`config.mk`:
```
export PLATFORM = sky130hd
export DESIGN_NAME = bus_cycle_master
export DESIGN_NICKNAME = d
export VERILOG_FILES = /design/src/rtl/bus_cycle_master.sv
export SDC_FILE = /design/constraint.sdc
export NUM_CORES = 1
export LEC_CHECK = 0
export ABC_AREA = 1
export CORE_ASPECT_RATIO = 1.1
export CORE_UTILIZATION = 41
export CTS_BUF_LIST = sky130_fd_sc_hd__clkbuf_16
export CTS_CLUSTER_SIZE = 20
export DETAILED_ROUTE_END_ITERATION = 10
export DONT_BUFFER_PORTS = 1
export PLACE_DENSITY_LB_ADDON = 0.12
export SLEW_MARGIN = 40
export SYNTH_ARGS = -nofsm -noshare
export SYNTH_HDL_FRONTEND = slang
export SYNTH_SLANG_ARGS = --single-unit
export TNS_END_PERCENT = 100
```
`constraint.sdc`:
```
create_clock -name clk -period 1.4 [get_ports clk]
set_clock_uncertainty 0.1 [all_clocks]
set_input_delay 0.14 -clock clk [delete_from_list [all_inputs] [get_ports clk]]
set_output_delay 0.14 -clock clk [all_outputs]
set_load 0.05 [all_outputs]
```
`src/rtl/bus_cycle_master.sv`:
```
// Single-cycle bus initiator for the 20-bit system bus: ROM / RAM / VRAM regions with per-region wait states.
// Optional `BUS_READY_EN adds a bus_ready input that stretches the strobe once the wait count expires.
module bus_cycle_master #(
  parameter int ROM_WS  = 2,
  parameter int RAM_WS  = 0,
  parameter int VRAM_WS = 1,
  parameter int DW      = 8
) (
  input  logic          clk,
  input  logic          rst,
  input  logic          req_valid,
  output logic          req_ready,
  input  logic          req_we,
  input  logic [19:0]   req_addr,
  input  logic [DW-1:0] req_wdata,
  output logic          rsp_valid,
  output logic [DW-1:0] rsp_rdata,
  output logic          rsp_err,
  output logic [19:0]   bus_addr,
  output logic [DW-1:0] bus_wdata,
  input  logic [DW-1:0] bus_rdata,
`ifdef BUS_READY_EN
  input  logic          bus_ready,
`endif
  output logic          bus_oe_n,
  output logic          bus_we_n
);

  localparam int CW = 8;

  localparam logic [2:0] IDLE   = 3'd0;
  localparam logic [2:0] SETUP  = 3'd1;
  localparam logic [2:0] STROBE = 3'd2;
  localparam logic [2:0] HOLD   = 3'd3;
  localparam logic [2:0] DONE   = 3'd4;

  logic [2:0]    state_q, state_d;
  logic [CW-1:0] cnt_q, cnt_d;
  logic          we_q, we_d;
  logic [19:0]   addr_q, addr_d;
  logic [DW-1:0] wdata_q, wdata_d;
  logic [DW-1:0] rdata_q, rdata_d;
  logic          oe_n_q, oe_n_d;
  logic          we_n_q, we_n_d;
  logic          valid_q, valid_d;
  logic          err_q, err_d;

  logic          is_rom;
  logic          is_vram;
  logic [CW-1:0] ws_sel;
  logic          strobe_done;

  // Region decode of the incoming address; it becomes bus_addr on the same edge.
  assign is_rom  = (req_addr <= 20'h03FFF);
  assign is_vram = (req_addr >= 20'hF0000);
  assign ws_sel  = is_rom  ? CW'(ROM_WS)  :
                   is_vram ? CW'(VRAM_WS) : CW'(RAM_WS);

`ifdef BUS_READY_EN
  assign strobe_done = bus_ready;
`else
  assign strobe_done = 1'b1;
`endif

  always_comb begin
    // NOTE: every signal gets a default first so no path through the case infers a latch.
    state_d = state_q;
    cnt_d   = cnt_q;
    we_d    = we_q;
    addr_d  = addr_q;
    wdata_d = wdata_q;
    rdata_d = rdata_q;
    err_d   = 1'b0;
    case (state_q)
      IDLE: begin
        if (req_valid) begin
          addr_d  = req_addr;
          wdata_d = req_wdata;
          we_d    = req_we;
          cnt_d   = ws_sel;
          if (req_we && is_rom) begin
            state_d = DONE;
            err_d   = 1'b1;
          end else begin
            state_d = SETUP;
          end
        end
      end
      SETUP:  state_d = STROBE;
      STROBE: begin
        if (cnt_q != '0) begin
          cnt_d = cnt_q - CW'(1);
        end else if (strobe_done) begin
          if (!we_q) rdata_d = bus_rdata;
          state_d = HOLD;
        end
      end
      HOLD:    state_d = DONE;
      DONE:    state_d = IDLE;
      default: state_d = IDLE;
    endcase
    // Strobes and the response flag are derived from the next state so they come straight off flops.
    oe_n_d  = !((state_d == STROBE) && !we_d);
    we_n_d  = !((state_d == STROBE) &&  we_d);
    valid_d = (state_d == DONE);
  end

  // NOTE: sequential state uses non-blocking assignments only; blocking here would create ordering races.
  always_ff @(posedge clk) begin
    if (rst) begin
      state_q <= IDLE;
      cnt_q   <= '0;
      we_q    <= 1'b0;
      addr_q  <= '0;
      wdata_q <= '0;
      rdata_q <= '0;
      oe_n_q  <= 1'b1;
      we_n_q  <= 1'b1;
      valid_q <= 1'b0;
      err_q   <= 1'b0;
    end else begin
      state_q <= state_d;
      cnt_q   <= cnt_d;
      we_q    <= we_d;
      addr_q  <= addr_d;
      wdata_q <= wdata_d;
      rdata_q <= rdata_d;
      oe_n_q  <= oe_n_d;
      we_n_q  <= we_n_d;
      valid_q <= valid_d;
      err_q   <= err_d;
    end
  end

  assign req_ready = (state_q == IDLE);
  assign rsp_valid = valid_q;
  assign rsp_rdata = rdata_q;
  assign rsp_err   = err_q;
  assign bus_addr  = addr_q;
  assign bus_wdata = wdata_q;
  assign bus_oe_n  = oe_n_q;
  assign bus_we_n  = we_n_q;

endmodule
```
Word level (Yosys, flattened, before mapping)
Index checks and enable logic that the tools add are counted.
W data, S select, Z words.

word-level totals
  output and inout bits = 41
  bits of input ports = 40
  flip-flop bits (word level) = 52
  word-level logic and storage cells = 49

cells by class
  muxes and demuxes = 12
  $add $sub $neg = 1
  equal/unequal tests = 7
  reduce and logical (&&, ||, !) cells = 13
  magnitude comparators = 2
  bitwise logic cells = 4

operators by type and width
  kind                    number
  $ge A20 B20 Y1 const B  1
  $le A20 B14 Y1 const B  1
  $mux W8                 2
  $pmux W8 S2             1
  $pmux W3 S4             1
  $eq A3 B2 Y1 const B    3
  $mux W3                 3
  $reduce_bool A8 Y1      1
  $sub A8 B1 Y8 const B   1
  $reduce_and A3 Y1       2
  $mux W1                 4
  $ne A2 B2 Y1 const B    2
  $not A1 Y1              4
  $eq A3 B1 Y1 const B    1
  $eq A3 B3 Y1 const B    1
  $logic_and A1 B1 Y1     3
  $logic_not A1 Y1        3
  $logic_not A3 Y1        1
  $reduce_or A3 Y1        1
  $mux W2                 1
  $reduce_and A2 Y1       1
  $reduce_bool A2 Y1      1

Longest topological paths before layout
Gate-level depths: netlist (run 1).

  depth after elaboration = 8
  depth in mapped cells = 10
  gate-level depth less buffers = 10

Worst setup path before layout (run 1)
Ideal clock, no wire load.

  path kind = register to register
  start point = reg state_q[1]
  end point = reg addr_q[15] (netlist: bus_addr[15])
  data arrival time = 1.422 ns
  path buffers = 2
  slack = -0.254 ns
  required time = 1.168 ns
  period minus slack after synthesis = 1.654 ns
  stages on the path, launching flop included = 9
  cells stage by stage = dfxtp_1 > inv_2 > nand2_2 > nor2_2 > nand2_4 > buf_6 > buf_6 > nand2_1 > a21oi_1

on the way
  word-level cells in the longest chain between the ends = 2

RTL lines
  element                             line  RTL
  from (decl)                         37    logic [2:0] state_q, state_d;
  from (signal assigned)              122   state_q <= state_d;
  $logic_not A3 Y1                    --
  net req_ready                       12    output logic req_ready,
  $reduce_and A2 Y1 (no source line)  --
  to (signal assigned)                125   addr_q <= addr_d;
  to (decl)                           40    logic [19:0] addr_q, addr_d;

The timed path passes the listed nets, and every way through them passes these cells.
A chain may end at the register's enable or synchronous reset.

Final worst setup path (run 1)
  start point = reg state_q[1]
  end point = out req_ready

on the way
  word-level cells in the longest chain between the ends = 1

RTL lines
  element           line  RTL
  $logic_not A3 Y1  135   assign req_ready = (state_q == IDLE);
  to (decl)         12

Every way passes these cells.

==> results.yml, run 1 <==
yosys:
  synth_seq_cells: 52
  synthCells: 306
  syn-cell-area_sq_um: 2190
  yosys_warnings: 0
  netlist-cell-type-count: 20
  syn-num-nets: 347
  syn_avg_cell_area_sq_um: 7.14
  synth-seq-area-share_pct: 47.6
cells_and_area:
  finalCoreUtilization_pct: 63.9
  multiInputGateArea_sq_um: 1040
  final-seq-area_sq_um: 1050
  nNetsFinal: 433
  layout-drive-gt1-share_pct: 25.4
  area.growth.synth_to_final_pct: 48.1
  antenna-diode-count: 0
  finalNonFillerCells: 451
  nFillCells: 458
timing:
  timing.final.ws_setup_ns: 0.0678
  max_freq_mhz: 751
  actual_slew_at_the_worst_max_slew_pin_ns: 0.498
  timing.final.crit_share_pct: 95.2
  timing.hold.ws_ns: 0.0284
  finalSetupViolations: 0
  final.min_clock_period_ns: 1.33
  headroom_to_the_max_slew_limit_pct: 66.8
  maxSlewViolCount: 0
  timing.final.hold_violations: 0
floorplanning:
  ios: 81
  effective_utilization_at_floorplan_pct: 43.1
  num_rows: 27
  fp.dieArea_sq_um: 5630
  dieHeight_microns: 78.6
  die-width_microns: 71.6
  core_area_sq_um: 5070
place:
  gp_congestion: 0.849
  detailed_place_hpwl_microns: 3310
  port_buffers: 0
  dpl_worst_slack_ns: 0.0226
  place.detailed.instances: 401
detailed_routing:
  viasPerCell: 4.71
  number_of_vias_after_detailed_routing: 2126
  drtAntennaViolNets: 0
  drc: 0
  iteration_count_of_the_initial_detailed_routing_pass: 4
  detail_route.wirelength_microns: 5380
  route.detailed.wl_per_inst_microns: 11.9
  drtIter0Drc: 76
cts:
  clock_tree.htree_level_count: 2
  clk_latency_ns: 0.28
  cts_made_buffers: 5
  tritoncts_num_sinks: 52
  clock_tree.root_cell: "sky130_fd_sc_hd__clkbuf_16"
  cts_tree: "built"
  cts.clk_slew.worst_paths_ns: 0.07
  cts.path.max_buffers: 2
grt:
  maximum_number_of_pins_on_one_net_before_global_route_repair: 36
  global_route_wire_length_before_repair_microns: 8470
  globalRouteTotalUtil_pct: 19.0
  antenna_found_initial: 0
  grt_pass1_vias: 1922
  gr-total-overflow: 0
worst_setup_path:
  setup.worst_path.class: "reg2out"
  endpoint_kind: "output pin"
  cp_max_fo: 4
  rr_startpoint: "cnt_q[1]"
  cp-start-kind: "register"
  worst_endpoint_required_time_ns: 1.16
  cp.arrival_ns: 1.09
  timing.critical_path.from: "state_q[1]"
power:
  tot_pwr_w: 0.00454
  ratio_of_total_power_to_cell_area_nw_per_um2: 1400
  worst_ir_drop_vdd_mv: 0.733
  leakage_nw: 1.49
outcome:
  status: "finished clean"
hold_path:
  timing.hold.worst.start: "rst"
  timing.hold.worst.class: "in2reg"
job:
  maxCapViolations: 0
logic make-up after synthesis:
logic type | count (synthesis) | synth area share (%)
buf+inv | 40 | 8.70
xor+xnor | 1 | 0.401
compound gates | 39 | 8.93
simple gates | 173 | 33.8
flops | 52 | 47.6
fa+ha+maj | 1 | 0.572
final cells by class:
cell class,count,area share [%]
Multi-Input combinational cell,215,32.3
Clock inverter,3,1.20
Tap cell,58,2.24
Sequential cell,52,32.5
Timing Repair Buffer,90,24.5
Inverter,28,3.48
Clock buffer,5,3.86
worst max-delay path, stage by stage (launching register included):
cell                      delay, ns
sky130_fd_sc_hd__dfxtp_4       0.36
sky130_fd_sc_hd__inv_2         0.06
sky130_fd_sc_hd__nand2_4       0.05
sky130_fd_sc_hd__nor2_4        0.12
sky130_fd_sc_hd__buf_4         0.22
timing repair:
action                                  in CTS  in global routing
hold endpoints to repair                    47                  0
buffers inserted                             0                  3
hold buffers                                38                  0
endpoints found under the setup margin       0                 46
resized for setup                            0                 36
flip-flops by register name (all words and copies together) (netlist names):
register,flops
bus_we_n,1
rsp_rdata,8
rsp_valid,1
bus_addr,20
cnt_q,8
we_q,1
bus_oe_n,1
rsp_err,1
state_q,3
bus_wdata,8
Yosys cell counts:
master | count | area, sq um
sky130_fd_sc_hd__nand3_1 | 10 | 50.1
sky130_fd_sc_hd__xnor2_1 | 1 | 8.76
sky130_fd_sc_hd__a21oi_1 | 34 | 170
sky130_fd_sc_hd__nand3_2 | 3 | 30.0
sky130_fd_sc_hd__nor2_4 | 1 | 11.3
sky130_fd_sc_hd__buf_4 | 2 | 15.0
sky130_fd_sc_hd__inv_1 | 26 | 97.6
sky130_fd_sc_hd__buf_6 | 4 | 45.0
sky130_fd_sc_hd__nand2_1 | 103 | 387
sky130_fd_sc_hd__ha_1 | 1 | 12.5
sky130_fd_sc_hd__nand2_2 | 5 | 31.3
sky130_fd_sc_hd__buf_2 | 2 | 10.0
sky130_fd_sc_hd__o21ai_0 | 5 | 25.0
sky130_fd_sc_hd__nor2_2 | 8 | 50.1
sky130_fd_sc_hd__nand4_1 | 1 | 6.26
sky130_fd_sc_hd__dfxtp_1 | 52 | 1040
sky130_fd_sc_hd__inv_2 | 2 | 7.51
sky130_fd_sc_hd__clkbuf_1 | 4 | 15.0
sky130_fd_sc_hd__nor2_1 | 40 | 150
sky130_fd_sc_hd__nand2_4 | 2 | 22.5
per-stage QoR:
stage	cell area, sq um	TNS [ns]
6_report	3240	0
5_1_grt	3240	-0.00337
4_1_cts	3100	0
3_5_place_dp	2550	0
3_3_place_gp	2550	0
2_1_floorplan	2190	-0.380
cell usage in the layout, fill, tap and decap left out, drive strengths merged:
cell type	instances
a21oi	34
buf	53
bufinv	1
clkbuf	5
clkinv	1
dfxtp	52
dlygate4sd3	37
ha	1
inv	29
nand2	111
nand3	13
nand4	1
nor2	49
o21ai	5
xnor2	1
power breakdown:
group          switching, W  internal [W]  total [W]
Sequential         0.000103       0.00162    0.00173
Combinational      0.000928      0.000546    0.00147
Clock              0.000510      0.000833    0.00134
Total               0.00154       0.00300    0.00454
worst paths after layout:
check	endpoint	slack [ns]	cells after the start
worst max register to register	cnt_q[2]	0.09	7
worst min-delay path	we_q	0.03	2
worst min register to register	bus_wdata[3]	0.36	2
worst max-delay path	req_ready	0.07	4
layer usage:
layer,part of all wire [%],vias up,wire length [microns],track usage (%)
li1,-,1114,-,-
met1,44,947,2380,22.2
met2,50,55,2670,34.0
met3,4.3,10,233,4.11
met4,1.8,0,95,6.27
met5,0,-,0,0
No activity file was read; power rests on OpenSTA's default activity.
==> inputs of run 2 (changes only) <==
--- a/config.mk
+++ b/config.mk
@@ -12,6 +12,7 @@
 export CTS_CLUSTER_SIZE = 20
 export DETAILED_ROUTE_END_ITERATION = 10
 export DONT_BUFFER_PORTS = 1
+export GPL_TIMING_DRIVEN = 0
 export PLACE_DENSITY_LB_ADDON = 0.12
 export SLEW_MARGIN = 40
 export SYNTH_ARGS = -nofsm -noshare
==> run 2 against run 1 <==
Effect of this change:
- the flow now finishes with violations (setup timing)
- global-route usage grew 0.88 points
- combinational power shrank 22%
- clock power shrank 12%
- die area is the same
- critical path depth grew 4
- sequential cell count is the same
- largest cell class is now multi-input gates
==> results.yml, run 2 (synthesis results as in run 1) <==
cts:
  tritoncts_num_sinks: 52
  cts.path.max_buffers: 2
  clk_latency_ns: 0.29
  clock_tree.root_cell: "sky130_fd_sc_hd__clkbuf_16"
  cts.clk_slew.worst_paths_ns: 0.07
  cts_made_buffers: 5
  cts_tree: "built"
  clock_tree.htree_level_count: 2
timing:
  max_freq_mhz: 625
  timing.final.ws_setup_ns: -0.200
  actual_slew_at_the_worst_max_slew_pin_ns: 0.590
  timing.final.hold_violations: 0
  grt_setup_unrepaired: "true"
  final.min_clock_period_ns: 1.60
  finalSetupViolations: 47
  headroom_to_the_max_slew_limit_pct: 60.6
  timing.hold.ws_ns: 0.0706
  timing.final.crit_share_pct: 114
  fin_setup_tns_ns: -6.36
  maxSlewViolCount: 0
cells_and_area:
  layout-drive-gt1-share_pct: 27.0
  most-common-layout-cells: "sky130_fd_sc_hd__nand2_1 (84), sky130_fd_sc_hd__dfxtp_1 (49), sky130_fd_sc_hd__dlygate4sd3_1 (37)"
  finalCoreUtilization_pct: 62.7
  nFillCells: 452
  finalInstanceArea_sq_um: 3180
  largest_reg_flops: 20
  nNetsFinal: 407
  multiInputGateArea_sq_um: 1180
  area.growth.synth_to_final_pct: 45.4
  antenna-diode-count: 0
  final-seq-area_sq_um: 1050
  commonest_non_fill_non_tap_cell_in_the_layout: "sky130_fd_sc_hd__nand2_1"
outcome:
  status: "finished with violations"
  failed_checks: "setup timing"
worst_setup_path:
  setup.worst_path.class: "reg2reg"
  cp.arrival_ns: 1.66
  worst_endpoint_required_time_ns: 1.46
  cp-start-kind: "register"
  r2r_slack_ns: -0.20
  endpoint_kind: "register"
  cp_max_fo: 10
place:
  gp_congestion: 0.833
  placed_area_sq_um: 2270
  port_buffers: 0
  detailed_place_hpwl_microns: 3330
  dpl_worst_slack_ns: -0.187
power:
  share_seq_of_total_power_pct: 47.0
  p_comb_share_pct: 26.2
  cellInternalPower_w: 0.00278
  ratio_of_total_power_to_cell_area_nw_per_um2: 1380
  clock_power_share_pct: 26.8
  sw_frac_of_total_pct: 36.8
  leakage_nw: 1.37
  p_switching_w: 0.00162
  worst_ir_drop_vdd_mv: 0.719
floorplanning:
  die-width_microns: 71.6
  fp.dieArea_sq_um: 5630
  ios: 81
  effective_utilization_at_floorplan_pct: 43.1
  num_rows: 27
  dieHeight_microns: 78.6
  core_area_sq_um: 5070
detailed_routing:
  detail_route.wirelength_microns: 5620
  drc: 0
  viasPerCell: 4.87
  drtAntennaViolNets: 0
  iteration_count_of_the_initial_detailed_routing_pass: 4
  drtIter0Drc: 71
  number_of_vias_after_detailed_routing: 2070
  route.detailed.wl_per_inst_microns: 13.2
grt:
  maximum_number_of_pins_on_one_net_before_global_route_repair: 16
  gr-total-overflow: 0
  antenna_found_initial: 0
  global_route_wire_length_before_repair_microns: 8810
  globalRouteTotalUtil_pct: 19.9
  grt_pass1_vias: 1945
job:
  maxCapViolations: 0
hold_path:
  timing.hold.worst.class: "in2reg"
[run 2: power by group through the flow]
stage,Clock [W],Sequential [W],Combinational (W)
floorplan,0,0.00207,0.000618
global placement,0,0.00209,0.000734
detailed placement,0,0.00209,0.000740
CTS,0.00122,0.00206,0.000967
global route,0.00128,0.00208,0.00127
finish,0.00118,0.00207,0.00115
[run 2: path summary, 6_finish.rpt]
path | startpoint | endpoint | cells past startpoint
worst max-delay path | state_q[1] | bus_addr[15] | 8
worst min-delay path | req_we | state_q[0] | 3
worst max register to register | state_q[1] | bus_addr[15] | 8
worst min register to register | cnt_q[0] | cnt_q[0] | 2
[run 2: timing repair]
item / in CTS / in global routing
setup endpoints to repair: 51 / 51
gates resized for setup: 34 / 44
endpoints found under the hold margin: 41 / 0
hold buffers: 37 / 0
buffers inserted: 5 / 9
pin swaps: 12 / 17
gates cloned: 2 / 0
[run 2: critical path, cell delays in order (launching register included)]
cell,delay [ns]
sky130_fd_sc_hd__dfxtp_4,0.34
sky130_fd_sc_hd__inv_2,0.05
sky130_fd_sc_hd__nand2_2,0.07
sky130_fd_sc_hd__nor2_4,0.34
sky130_fd_sc_hd__nand2_4,0.14
sky130_fd_sc_hd__buf_6,0.17
sky130_fd_sc_hd__buf_8,0.13
sky130_fd_sc_hd__nand2_1,0.07
sky130_fd_sc_hd__a21oi_2,0.06
[run 2: per-stage QoR]
| step | cells | total power [W] |
|---|---|---|
| after detailed placement | 364 | 0.00283 |
| after global placement | 364 | 0.00283 |
| after floorplan | 306 | 0.00269 |
| after global routing | 425 | 0.00464 |
| after CTS | 416 | 0.00425 |
| final | 425 | 0.00440 |
[run 2: cell type report]
type	count	share of cell area (%)
well taps	58	2.28
flip-flops and latches	52	33.0
multi-input cells	214	37.2
plain buffers	12	3.27
inverters	28	3.46
clock inverters	3	0.472
clock buffers	5	3.94
repair buffers	53	16.5
[run 2: per-layer routing]
layer,GRT usage (%),wire length [microns]
met5,0,0
met4,5.29,61
met3,5.52,249
met2,36.5,3030
met1,22.2,2280
==> inputs of run 3 (changes only) <==
--- a/config.mk
+++ b/config.mk
@@ -14,6 +14,7 @@
 export DONT_BUFFER_PORTS = 1
 export GPL_TIMING_DRIVEN = 0
 export PLACE_DENSITY_LB_ADDON = 0.12
+export REMOVE_ABC_BUFFERS = 1
 export SLEW_MARGIN = 40
 export SYNTH_ARGS = -nofsm -noshare
 export SYNTH_HDL_FRONTEND = slang
==> run 3 against run 2 <==
Effect of this change:
- clock power increased by 20%
- register-to-register slack got worse by 0.096 ns
- non-clock buffer count decreased by 41
- first-iteration DRC count increased by 4.2%
- critical path depth unchanged
- global-route usage decreased by 0.62 points
- highest routed layer unchanged
- worst hold slack got worse by 0.27 ns
- utilization decreased by 4.8 points
- largest cell class unchanged
- the flow finishes with violations (hold timing, setup timing)
==> results.yml, run 3 (synthesis results as in run 1) <==
worst_setup_path:
  cp.arrival_ns: 1.78
  setup.worst_path.class: "reg2reg"
  worst_endpoint_required_time_ns: 1.49
  reg2regPathDepth: 8
  slowest_stage: "sky130_fd_sc_hd__nor2_4"
  endpoint_kind: "register"
  cp-start-kind: "register"
  cp_common_cell: "sky130_fd_sc_hd__nand2_2"
  cp_max_fo: 5
  worstPathCellList: "inv_2 -> nand2_2 -> nor2_4 -> nand2_8 -> buf_8 -> buf_12 -> nand2_2 -> a21oi_2"
  cp_slowest_stage_delay_ns: 0.42
power:
  leakage_nw: 1.27
  ratio_of_total_power_to_cell_area_nw_per_um2: 1560
  p_switching_w: 0.00165
  cellInternalPower_w: 0.00292
  worst_ir_drop_vdd_mv: 1.17
  clock_power_share_pct: 31.1
  sw_frac_of_total_pct: 36.2
  p_comb_share_pct: 23.6
  share_seq_of_total_power_pct: 45.3
detailed_routing:
  number_of_vias_after_detailed_routing: 1941
  drtIter0Drc: 74
  drc: 0
  route.detailed.wl_per_inst_microns: 13.9
  detail_route.wirelength_microns: 5380
  iteration_count_of_the_initial_detailed_routing_pass: 4
  viasPerCell: 5.00
  drtAntennaViolNets: 0
cells_and_area:
  most-common-layout-cells: "sky130_fd_sc_hd__nand2_1 (83), sky130_fd_sc_hd__dfxtp_1 (49), sky130_fd_sc_hd__nor2_1 (39)"
  layout-drive-gt1-share_pct: 30.3
  finalNonFillerCells: 388
  commonest_non_fill_non_tap_cell_in_the_layout: "sky130_fd_sc_hd__nand2_1"
  nFillCells: 472
  nNetsFinal: 370
  area.growth.synth_to_final_pct: 34.3
  largest_reg_flops: 20
  antenna-diode-count: 0
floorplanning:
  core_area_sq_um: 5070
  fp.dieArea_sq_um: 5630
  effective_utilization_at_floorplan_pct: 43.1
  num_rows: 27
  die-width_microns: 71.6
  dieHeight_microns: 78.6
  ios: 81
place:
  gp_congestion: 0.783
  port_buffers: 0
  detailed_place_hpwl_microns: 3000
  dpl_worst_slack_ns: -1.10
  place.detailed.instances: 352
cts:
  clk_latency_ns: 0.29
  tritoncts_num_sinks: 52
  hold_buffers: 9
  clock_tree.root_cell: "sky130_fd_sc_hd__clkbuf_16"
  cts_tree: "built"
  cts_made_buffers: 5
  cts.clk_slew.worst_paths_ns: 0.07
  cts.path.max_buffers: 2
  clock_tree.htree_level_count: 2
outcome:
  failed_checks: "hold timing, setup timing"
  status: "finished with violations"
grt:
  maximum_number_of_pins_on_one_net_before_global_route_repair: 37
  grt_pass1_vias: 1842
  antenna_found_initial: 0
  global_route_wire_length_before_repair_microns: 8380
  globalRouteTotalUtil_pct: 19.2
  gr-total-overflow: 0
timing:
  fin_setup_tns_ns: -9.41
  final.min_clock_period_ns: 1.70
  grt_setup_unrepaired: "true"
  finalSetupViolations: 44
  max_freq_mhz: 590
  timing.hold.ws_ns: -0.199
  maxSlewViolCount: 0
  timing.final.crit_share_pct: 121
  headroom_to_the_max_slew_limit_pct: 60.1
  actual_slew_at_the_worst_max_slew_pin_ns: 0.598
  timing.final.ws_setup_ns: -0.296
  timing.final.hold_violations: 36
hold_path:
  hold-path-cell-count: 1
  timing.hold.worst.class: "in2reg"
job:
  maxCapViolations: 0
run 3: final timing paths:
check | from | endpoint | slack (ns)
max reg2reg | state_q[1] | bus_addr[15] | -0.30
min reg2reg | cnt_q[0] | cnt_q[0] | 0.41
max | state_q[1] | bus_addr[15] | -0.30
min | rst | state_q[0] | -0.20
run 3: cell type report:
| cell class | instances | area (sq um) | area share [%] |
|---|---|---|---|
| clock inverter | 3 | 46.3 | 1.58 |
| timing repair buffer | 24 | 262 | 8.91 |
| timing repair inverter | 2 | 25.0 | 0.853 |
| sequential | 52 | 1050 | 35.7 |
| inverter | 28 | 121 | 4.13 |
| clock buffer | 5 | 125 | 4.26 |
| tap | 58 | 72.6 | 2.47 |
| multi-input combinational | 216 | 1240 | 42.1 |
run 3: power groups by stage:
stage	logic (W)	clock network [W]	registers [W]
2_1_floorplan	0.000549	0	0.00207
3_3_place_gp	0.000651	0	0.00209
3_5_place_dp	0.000656	0	0.00209
4_1_cts	0.000898	0.00145	0.00206
5_1_grt	0.00120	0.00153	0.00209
6_report	0.00108	0.00142	0.00207
run 3: critical path, delay by kind of cell (launching register included):
| family | cells | cell delay, ns |
|---|---|---|
| AO/OA/AOI/OAI | 1 | 0.06 |
| flip-flops | 1 | 0.35 |
| AND/OR/NAND/NOR | 4 | 0.70 |
| buffers and inverters | 3 | 0.37 |
run 3: routing by layer:
| metal | track usage (%) | share of wire (%) | up-vias | wire, microns |
|---|---|---|---|---|
| met5 | 0 | 0 | - | 0 |
| met4 | 7.65 | 1.4 | 0 | 78 |
| met3 | 6.03 | 7.2 | 8 | 386 |
| met2 | 31.4 | 48 | 65 | 2610 |
| met1 | 23.4 | 43 | 874 | 2310 |
| li1 | - | - | 994 | - |
run 3: metrics by stage:
stage	utilization [%]	total power, W	area (sq um)
final	57.9	0.00457	2940
after floorplan	-	0.00262	2100
after global routing	57.9	0.00481	2940
after global placement	42.9	0.00274	2170
after CTS	53.3	0.00442	2700
after detailed placement	42.9	0.00275	2170
run 3: what timing repair did:
item	CTS	global route
endpoints found under the setup margin	52	52
resized for setup	44	50
buffers inserted	10	5
gates cloned	2	2
pin swaps	10	21
hold endpoints to repair	47	36
